## config.mk

```make
export PLATFORM = sky130hd
export DESIGN_NAME = window_streamer
export DESIGN_NICKNAME = d
export VERILOG_FILES = /design/src/rtl/window_streamer_pkg.sv /design/src/rtl/window_streamer_win_gather.sv /design/src/rtl/window_streamer.sv
export SDC_FILE = /design/constraint.sdc
export NUM_CORES = 1
export LEC_CHECK = 0
export BUFFER_PORTS_ARGS = -buffer_cell sky130_fd_sc_hd__buf_2
export CAP_MARGIN = 15
export CORE_MARGIN = 2
export CORE_UTILIZATION = 25
export DETAILED_ROUTE_END_ITERATION = 10
export PLACE_DENSITY_LB_ADDON = 0.05
export SETUP_SLACK_MARGIN = 0.3
export SLEW_MARGIN = 10
export SYNTH_ARGS = -nofsm -noshare
export SYNTH_HDL_FRONTEND = slang
export SYNTH_SLANG_ARGS = --single-unit
```

## constraint.sdc

```tcl
create_clock -name clk -period 35.7 [get_ports clk]
set_input_delay 1.785 -clock clk [delete_from_list [all_inputs] [get_ports clk]]
set_output_delay 1.785 -clock clk [all_outputs]
set_load 0.02 [all_outputs]
```

## src/rtl/window_streamer_pkg.sv

```systemverilog
// Shared types and geometry helpers for the sliding-window streamer.
// Used by window_streamer and win_gather; padding is enabled by WINDOW_STREAMER_PAD_EN.
package window_streamer_pkg;

  typedef enum logic [1:0] {
    IDLE = 2'd0,
    LOAD = 2'd1,
    EMIT = 2'd2,
    DONE = 2'd3
  } state_t;

  function automatic int calc_out_h(input int img_h, input int k_h,
                                    input int stride_h, input int pad);
    return (img_h + 2 * pad - k_h) / stride_h + 1;
  endfunction

  function automatic int calc_out_w(input int img_w, input int k_w,
                                    input int stride_w, input int pad);
    return (img_w + 2 * pad - k_w) / stride_w + 1;
  endfunction

  // Index width for a counter over n positions, never narrower than one bit.
  function automatic int idx_w(input int n);
    return (n > 1) ? $clog2(n) : 1;
  endfunction

endpackage

```

## src/rtl/window_streamer_win_gather.sv

```systemverilog
// Combinational tap selection: builds one K_H x K_W window per channel from the image buffer.
// Out-of-image taps read zero only when WINDOW_STREAMER_PAD_EN is defined.
module win_gather
  import window_streamer_pkg::*;
#(
  parameter int DATA_WIDTH = 8,
  parameter int CHANNELS   = 1,
  parameter int IMG_H      = 8,
  parameter int IMG_W      = 8,
  parameter int K_H        = 3,
  parameter int K_W        = 3,
  parameter int STRIDE_H   = 1,
  parameter int STRIDE_W   = 1,
  parameter int PAD        = 0,
  localparam int OUT_H     = calc_out_h(IMG_H, K_H, STRIDE_H, PAD),
  localparam int OUT_W     = calc_out_w(IMG_W, K_W, STRIDE_W, PAD),
  localparam int RW        = idx_w(OUT_H),
  localparam int CW        = idx_w(OUT_W),
  localparam int NPIX      = CHANNELS * IMG_H * IMG_W,
  localparam int NTAP      = CHANNELS * K_H * K_W
) (
  input  logic [NPIX*DATA_WIDTH-1:0] buf_i,
  input  logic [RW-1:0]              row_i,
  input  logic [CW-1:0]              col_i,
  output logic [NTAP*DATA_WIDTH-1:0] win_o
);

  localparam int IW = idx_w(NPIX);

  logic [DATA_WIDTH-1:0] pix [NPIX];

  for (genvar p = 0; p < NPIX; p++) begin : g_pix
    assign pix[p] = buf_i[p*DATA_WIDTH +: DATA_WIDTH];
  end

  for (genvar t = 0; t < NTAP; t++) begin : g_tap
    localparam int C = t / (K_H * K_W);
    localparam int I = (t / K_W) % K_H;
    localparam int J = t % K_W;

    int                    y;
    int                    x;
    logic [IW-1:0]         idx;
    logic [DATA_WIDTH-1:0] tap;
`ifdef WINDOW_STREAMER_PAD_EN
    logic                  inb;
`endif

    always_comb begin
      y = int'(row_i) * STRIDE_H + I - PAD;
      x = int'(col_i) * STRIDE_W + J - PAD;
`ifdef WINDOW_STREAMER_PAD_EN
      inb = (y >= 0) && (y < IMG_H) && (x >= 0) && (x < IMG_W);
      // Clamp so the buffer read stays in range; the result is masked anyway.
      if (!inb) begin
        y = 0;
        x = 0;
      end
`endif
      idx = IW'((C * IMG_H + y) * IMG_W + x);
`ifdef WINDOW_STREAMER_PAD_EN
      tap = inb ? pix[idx] : '0;
`else
      tap = pix[idx];
`endif
    end

    assign win_o[t*DATA_WIDTH +: DATA_WIDTH] = tap;
  end

endmodule

```

## src/rtl/window_streamer.sv

```systemverilog
// Captures an image, then streams every K_H x K_W window in row-major order with ready/valid.
// Zero padding (PAD > 0) requires the macro WINDOW_STREAMER_PAD_EN.
module window_streamer
  import window_streamer_pkg::*;
#(
  parameter int DATA_WIDTH = 8,
  parameter int CHANNELS   = 1,
  parameter int IMG_H      = 8,
  parameter int IMG_W      = 8,
  parameter int K_H        = 3,
  parameter int K_W        = 3,
  parameter int STRIDE_H   = 1,
  parameter int STRIDE_W   = 1,
  parameter int PAD        = 0,
`ifdef WINDOW_STREAMER_PAD_EN
  localparam int PAD_EFF   = PAD,
`else
  localparam int PAD_EFF   = 0,
`endif
  localparam int OUT_H     = calc_out_h(IMG_H, K_H, STRIDE_H, PAD_EFF),
  localparam int OUT_W     = calc_out_w(IMG_W, K_W, STRIDE_W, PAD_EFF),
  localparam int RW        = idx_w(OUT_H),
  localparam int CW        = idx_w(OUT_W),
  localparam int IMG_BITS  = CHANNELS * IMG_H * IMG_W * DATA_WIDTH,
  localparam int WIN_BITS  = CHANNELS * K_H * K_W * DATA_WIDTH
) (
  input  logic                clk,
  input  logic                rst,
  input  logic                start,
  input  logic [IMG_BITS-1:0] image_flat,
  input  logic                out_ready,
  output logic [WIN_BITS-1:0] window_flat,
  output logic                window_valid,
  output logic [RW-1:0]       win_row,
  output logic [CW-1:0]       win_col,
  output logic                last_window,
  output logic                busy,
  output logic                all_done
);

`ifndef WINDOW_STREAMER_PAD_EN
  if (PAD != 0) begin : g_pad_check
    $error("window_streamer: PAD=%0d needs WINDOW_STREAMER_PAD_EN", PAD);
  end
`endif

  localparam logic ONE_WIN = (OUT_H == 1) && (OUT_W == 1);

  state_t                state_q;
  logic [IMG_BITS-1:0]   buf_q;
  logic [WIN_BITS-1:0]   win_q;
  logic                  vld_q;
  logic [RW-1:0]         row_q;
  logic [CW-1:0]         col_q;
  logic                  last_q;
  logic                  busy_q;
  logic                  done_q;

  logic [RW-1:0]         row_d;
  logic [CW-1:0]         col_d;
  logic                  last_d;
  logic [RW-1:0]         g_row;
  logic [CW-1:0]         g_col;
  logic [WIN_BITS-1:0]   g_win;

  always_comb begin
    row_d = row_q;
    col_d = col_q;
    if (col_q == CW'(OUT_W - 1)) begin
      col_d = '0;
      row_d = row_q + 1'b1;
    end else begin
      col_d = col_q + 1'b1;
    end
    last_d = (row_d == RW'(OUT_H - 1)) && (col_d == CW'(OUT_W - 1));
  end

  // LOAD gathers window (0,0); EMIT always prepares the successor of the current window.
  assign g_row = (state_q == EMIT) ? row_d : '0;
  assign g_col = (state_q == EMIT) ? col_d : '0;

  win_gather #(
    .DATA_WIDTH (DATA_WIDTH),
    .CHANNELS   (CHANNELS),
    .IMG_H      (IMG_H),
    .IMG_W      (IMG_W),
    .K_H        (K_H),
    .K_W        (K_W),
    .STRIDE_H   (STRIDE_H),
    .STRIDE_W   (STRIDE_W),
    .PAD        (PAD_EFF)
  ) u_gather (
    .buf_i (buf_q),
    .row_i (g_row),
    .col_i (g_col),
    .win_o (g_win)
  );

  always_ff @(posedge clk) begin
    if (rst) begin
      state_q <= IDLE;
      win_q   <= '0;
      vld_q   <= 1'b0;
      row_q   <= '0;
      col_q   <= '0;
      last_q  <= 1'b0;
      busy_q  <= 1'b0;
      done_q  <= 1'b0;
    end else begin
      done_q <= 1'b0;
      case (state_q)
        IDLE: begin
          if (start) begin
            buf_q   <= image_flat;
            busy_q  <= 1'b1;
            state_q <= LOAD;
          end
        end
        LOAD: begin
          win_q   <= g_win;
          row_q   <= '0;
          col_q   <= '0;
          vld_q   <= 1'b1;
          last_q  <= ONE_WIN;
          state_q <= EMIT;
        end
        EMIT: begin
          if (out_ready) begin
            if (last_q) begin
              win_q   <= '0;
              vld_q   <= 1'b0;
              last_q  <= 1'b0;
              done_q  <= 1'b1;
              state_q <= DONE;
            end else begin
              win_q  <= g_win;
              row_q  <= row_d;
              col_q  <= col_d;
              last_q <= last_d;
            end
          end
        end
        DONE: begin
          row_q   <= '0;
          col_q   <= '0;
          busy_q  <= 1'b0;
          state_q <= IDLE;
        end
        default: state_q <= IDLE;
      endcase
    end
  end

  assign window_flat  = win_q;
  assign window_valid = vld_q;
  assign win_row      = row_q;
  assign win_col      = col_q;
  assign last_window  = last_q;
  assign busy         = busy_q;
  assign all_done     = done_q;

endmodule

```

==> Flow_metrics.wiki <==
{| class="wikitable"
! Metric !! Value
|-
| H-tree depth || 3
|-
| Maximum clock skew at final layout || 0.0380 ns
|-
| Final period utilization || 0.157
|-
| Global router's overall resource usage || 0.260
|-
| CTS-repair resized insts || 0
|-
| Clock latency at the later pin of the worst-skew pair || 0.71 ns
|-
| Top-level I/O count || 598
|-
| Count of nets left with antenna violations after detail routing || 0
|-
| Yosys Warn Count || 0
|-
| Run status || finished, final reports clean
|-
| Hold-fix buffer count after cts || 0
|-
| Highest Clock Rate || 0.178 GHz
|-
| Area added between synthesis and finish || 21.3%
|-
| Number of detailed-routing iterations run before antenna repair || 6
|-
| Wirelength, routed || 189 mm
|-
| Total CTS buffers || 77
|-
| DR vias || 29744
|-
| First-pass GRT wire length || ~260 mm
|-
| Std cell rows || about 140
|-
| Overall power of the completed layout || 3.09 mW
|-
| IO Port Bufs || 597
|-
| RSZ-0062 raised after global routing || false
|-
| Clock tree from TritonCTS || yes
|-
| Mapped cell area || between 30000 and 40000 um2
|-
| Required time at the endpoint of the critical path || about 36 ns
|-
| Data arrival time of the worst path || 6.21 ns
|-
| Die Span X || 376 um
|-
| Areal power density over the cells || 73.4 nW/um2
|-
| Combinational power share || 0.425
|-
| Gate count of the mapped netlist || between 2000 and 3000
|-
| Worst slew margin relative to its limit || 0.174
|-
| Setup repair bufs after CTS || 0
|-
| Full die area || 142000 um2
|-
| Post-detail-place hpwl || 146 mm
|-
| Predominant post-synthesis flop cell || sky130_fd_sc_hd__edfxtp_1
|-
| Setup Crit Path Kind || reg -> reg
|-
| Number of antenna violations at the first check in global routing || 5
|-
| Max Buffers Root-to-Sink || 3
|-
| NetSw || 1.33 mW
|-
| Tightest Pin Transition || 1.24 ns
|-
| Buffer type at the clock tree root || sky130_fd_sc_hd__clkbuf_16
|-
| Fraction of the yosys area taken by sequential cells || 0.492
|-
| Sum of negative setup slack || 0 ns
|-
| Final Slew Violations || 0
|-
| Via count of the first global-routing pass || 30052
|-
| Type of element capturing the critical path || flip-flop
|-
| Sw frac || 0.432
|-
| Number of setup violations in the final report || 0
|-
| Max-cap violations || 0
|-
| Number of clock sinks || 596
|-
| Mean post-synth cell area || 11.9 um2
|-
| Share of synthesized flip-flops with an asynchronous set or reset || 0
|-
| Iteration-0 DRC Markers || 3171
|-
| Overall die height || 376 um
|-
| Effective utilization at floorplan || 0.252
|-
| Pin count of the biggest net entering global routing || 90
|-
| Routed vias/inst || 5.61
|-
| Fill cell total of the finished layout || about 14000
|-
| GP Congestion || 0.932
|-
| Cell variety after synth || 89
|-
| Total global routing overflow || 0
|-
| Number of storage elements in the synthesis netlist || around 600
|-
| Layout cells sized above 1 || 0.288
|-
| Hold crit path type || reg -> reg
|-
| Portion of total power attributed to the clock network || 0.250
|-
| Clock Pin Slew Worst Setup and Hold Paths || 0.06 ns
|-
| Internal power summed over all cells || 1.75 mW
|-
| Final core utilization || 0.306
|-
| Worst vdd ir || 0.0457 mV
|-
| Total leakage power || 16.3 nW
|-
| DRC violations left || 0
|-
| Startpoint types || flip-flop
|-
| Post-synth EDFFs || about 500
|-
| Tightest hold margin || 0.457 ns
|-
| Sequential cell fraction of total power || 0.325
|-
| Final critical-path required period || 5.61 ns
|-
| Worst Path Max Fanout || 50
|-
| Number of nets in the layout || 3976
|-
| Final hold violation count || 0
|-
| Post-detailed-route wirelength per cell || between 30 and 40 um
|-
| Synth Net Count || 3444
|-
| Floorplan core area || around 140000 um2
|}
==> layout make-up <==
class | instances | area, um2 | area share
antenna | 1 | 2.50 | 0.0000595
clock buffer | 93 | 2000 | 0.0475
tap | 1794 | 2240 | 0.0534
clock inverter | 42 | 428 | 0.0102
timing repair buffer | 698 | 3760 | 0.0894
multi-input combinational | 2044 | 16400 | 0.391
sequential | 596 | 17100 | 0.406
inverter | 31 | 121 | 0.00289
==> per-layer routing <==
| layer | global-route usage | wire length, um | vias to the layer above |
|---|---|---|---|
| li1 | - | - | 12685 |
| met4 | 0.0793 | 5890 | 2 |
| met3 | 0.0634 | 14700 | 224 |
| met2 | 0.404 | 85500 | 1458 |
| met1 | 0.356 | 83200 | 15375 |
| met5 | 0 | 9 | - |
==> power by group through the flow <==
stage          Sequential, mW  Combinational [mW]  Clock [mW]
6_report                 1.00                1.31       0.772
2_1_floorplan            1.08               0.693           0
3_3_place_gp             1.01                1.28           0
5_1_grt                  1.01                1.37       0.816
4_1_cts                  1.00                1.29       0.794
3_5_place_dp             1.01                1.29           0
==> flip-flops by register name, indices dropped and copies added, names as in the netlist <==
signal and count:
last_window 1, buf_q 512, win_row 3, all_done 1, busy 1, win_col 3
window_flat 72, window_valid 1, state_q 2
==> layout by cell type (no fill, tap or decap), types with 14 or more instances in the layout <==
master / count
sky130_fd_sc_hd__buf_2: 597
sky130_fd_sc_hd__edfxtp_1: 512
sky130_fd_sc_hd__mux2i_1: 507
sky130_fd_sc_hd__nand2_1: 280
sky130_fd_sc_hd__nor2_1: 126
sky130_fd_sc_hd__a21oi_1: 121
sky130_fd_sc_hd__mux4_2: 100
sky130_fd_sc_hd__buf_4: 100
sky130_fd_sc_hd__o22ai_1: 94
sky130_fd_sc_hd__a22oi_1: 82
sky130_fd_sc_hd__o21ai_0: 81
sky130_fd_sc_hd__dfxtp_1: 81
sky130_fd_sc_hd__clkbuf_16: 77
sky130_fd_sc_hd__o211ai_1: 47
sky130_fd_sc_hd__nand3_1: 43
sky130_fd_sc_hd__mux2_2: 37
sky130_fd_sc_hd__a221oi_1: 37
sky130_fd_sc_hd__a211oi_1: 37
sky130_fd_sc_hd__a32oi_1: 37
sky130_fd_sc_hd__nor3_1: 32
sky130_fd_sc_hd__a31oi_1: 31
sky130_fd_sc_hd__nand2b_1: 25
sky130_fd_sc_hd__inv_1: 23
sky130_fd_sc_hd__nor2b_1: 21
sky130_fd_sc_hd__o221ai_1: 16
sky130_fd_sc_hd__clkbuf_1: 15
sky130_fd_sc_hd__and2_1: 14
sky130_fd_sc_hd__a222oi_1: 14
==> synth_stat cells, types with 16 or more instances <==
cell,instances,share of area
sky130_fd_sc_hd__nor2b_1,25,0.0045
sky130_fd_sc_hd__clkbuf_1,84,0.0091
sky130_fd_sc_hd__nor3_1,33,0.0048
sky130_fd_sc_hd__o22ai_1,94,0.017
sky130_fd_sc_hd__o211ai_1,47,0.010
sky130_fd_sc_hd__mux2i_1,508,0.15
sky130_fd_sc_hd__buf_4,25,0.0054
sky130_fd_sc_hd__a32oi_1,37,0.0094
sky130_fd_sc_hd__mux4_2,100,0.065
sky130_fd_sc_hd__nor2_1,128,0.014
sky130_fd_sc_hd__dfxtp_1,84,0.049
sky130_fd_sc_hd__a22oi_1,82,0.018
sky130_fd_sc_hd__inv_1,25,0.0027
sky130_fd_sc_hd__a221oi_1,37,0.0094
sky130_fd_sc_hd__a31oi_1,31,0.0056
sky130_fd_sc_hd__nand2b_1,28,0.0051
sky130_fd_sc_hd__mux2_2,37,0.012
sky130_fd_sc_hd__o21ai_0,81,0.012
sky130_fd_sc_hd__a211oi_1,37,0.0080
sky130_fd_sc_hd__nand3_1,43,0.0062
sky130_fd_sc_hd__a21oi_1,122,0.018
sky130_fd_sc_hd__edfxtp_1,512,0.44
sky130_fd_sc_hd__o221ai_1,16,0.0040
sky130_fd_sc_hd__buf_2,121,0.017
sky130_fd_sc_hd__nand2_1,280,0.030
==> critical path, stage by stage (launching register included) <==
cell	delay, ns
sky130_fd_sc_hd__dfxtp_1	0.40
sky130_fd_sc_hd__inv_1	0.11
sky130_fd_sc_hd__ha_4	0.22
sky130_fd_sc_hd__nand4b_1	0.49
sky130_fd_sc_hd__buf_4	0.50
sky130_fd_sc_hd__and2_4	0.23
sky130_fd_sc_hd__clkinv_2	0.58
sky130_fd_sc_hd__ha_2	0.51
sky130_fd_sc_hd__ha_1	0.21
sky130_fd_sc_hd__ha_2	0.32
sky130_fd_sc_hd__buf_4	0.57
sky130_fd_sc_hd__mux4_2	0.44
sky130_fd_sc_hd__o211a_1	0.22
sky130_fd_sc_hd__a21oi_1	0.25
sky130_fd_sc_hd__o21ai_0	0.13
sky130_fd_sc_hd__a311oi_1	0.26
==> stage by stage <==
step,setup slack [ns],cell area (um2),cells
floorplan,10.94,34700,2916
global placement,29.49,39600,5161
detailed placement,29.41,39600,5163
CTS,30.15,42000,5298
global route,29.85,42000,5298
finish,30.09,42000,5299
==> kinds of logic (layout without fill, tap and decap cells) <==
group	after synthesis	in the layout	share of synthesized area
AO/OA/AOI/OAI	738	738	0.150
multiplexers	648	648	0.225
AND/OR/NAND/NOR	630	630	0.0851
flip-flops	596	596	0.492
buffers and inverters	276	864	0.0372
XOR/XNOR	16	16	0.00599
adder cells (fa/ha/maj)	12	12	0.00433
other	0	1	0
==> final timing paths <==
check | startpoint | depth (start not counted) | to | slack, ns
worst max-delay path | state_q[0] | 15 | window_flat[45] | 30.09
worst min-delay path | window_valid | 2 | window_valid | 0.46
worst max register to register | state_q[0] | 15 | window_flat[45] | 30.09
worst min register to register | window_valid | 2 | window_valid | 0.46
No activity file was read; power rests on OpenSTA's default activity.
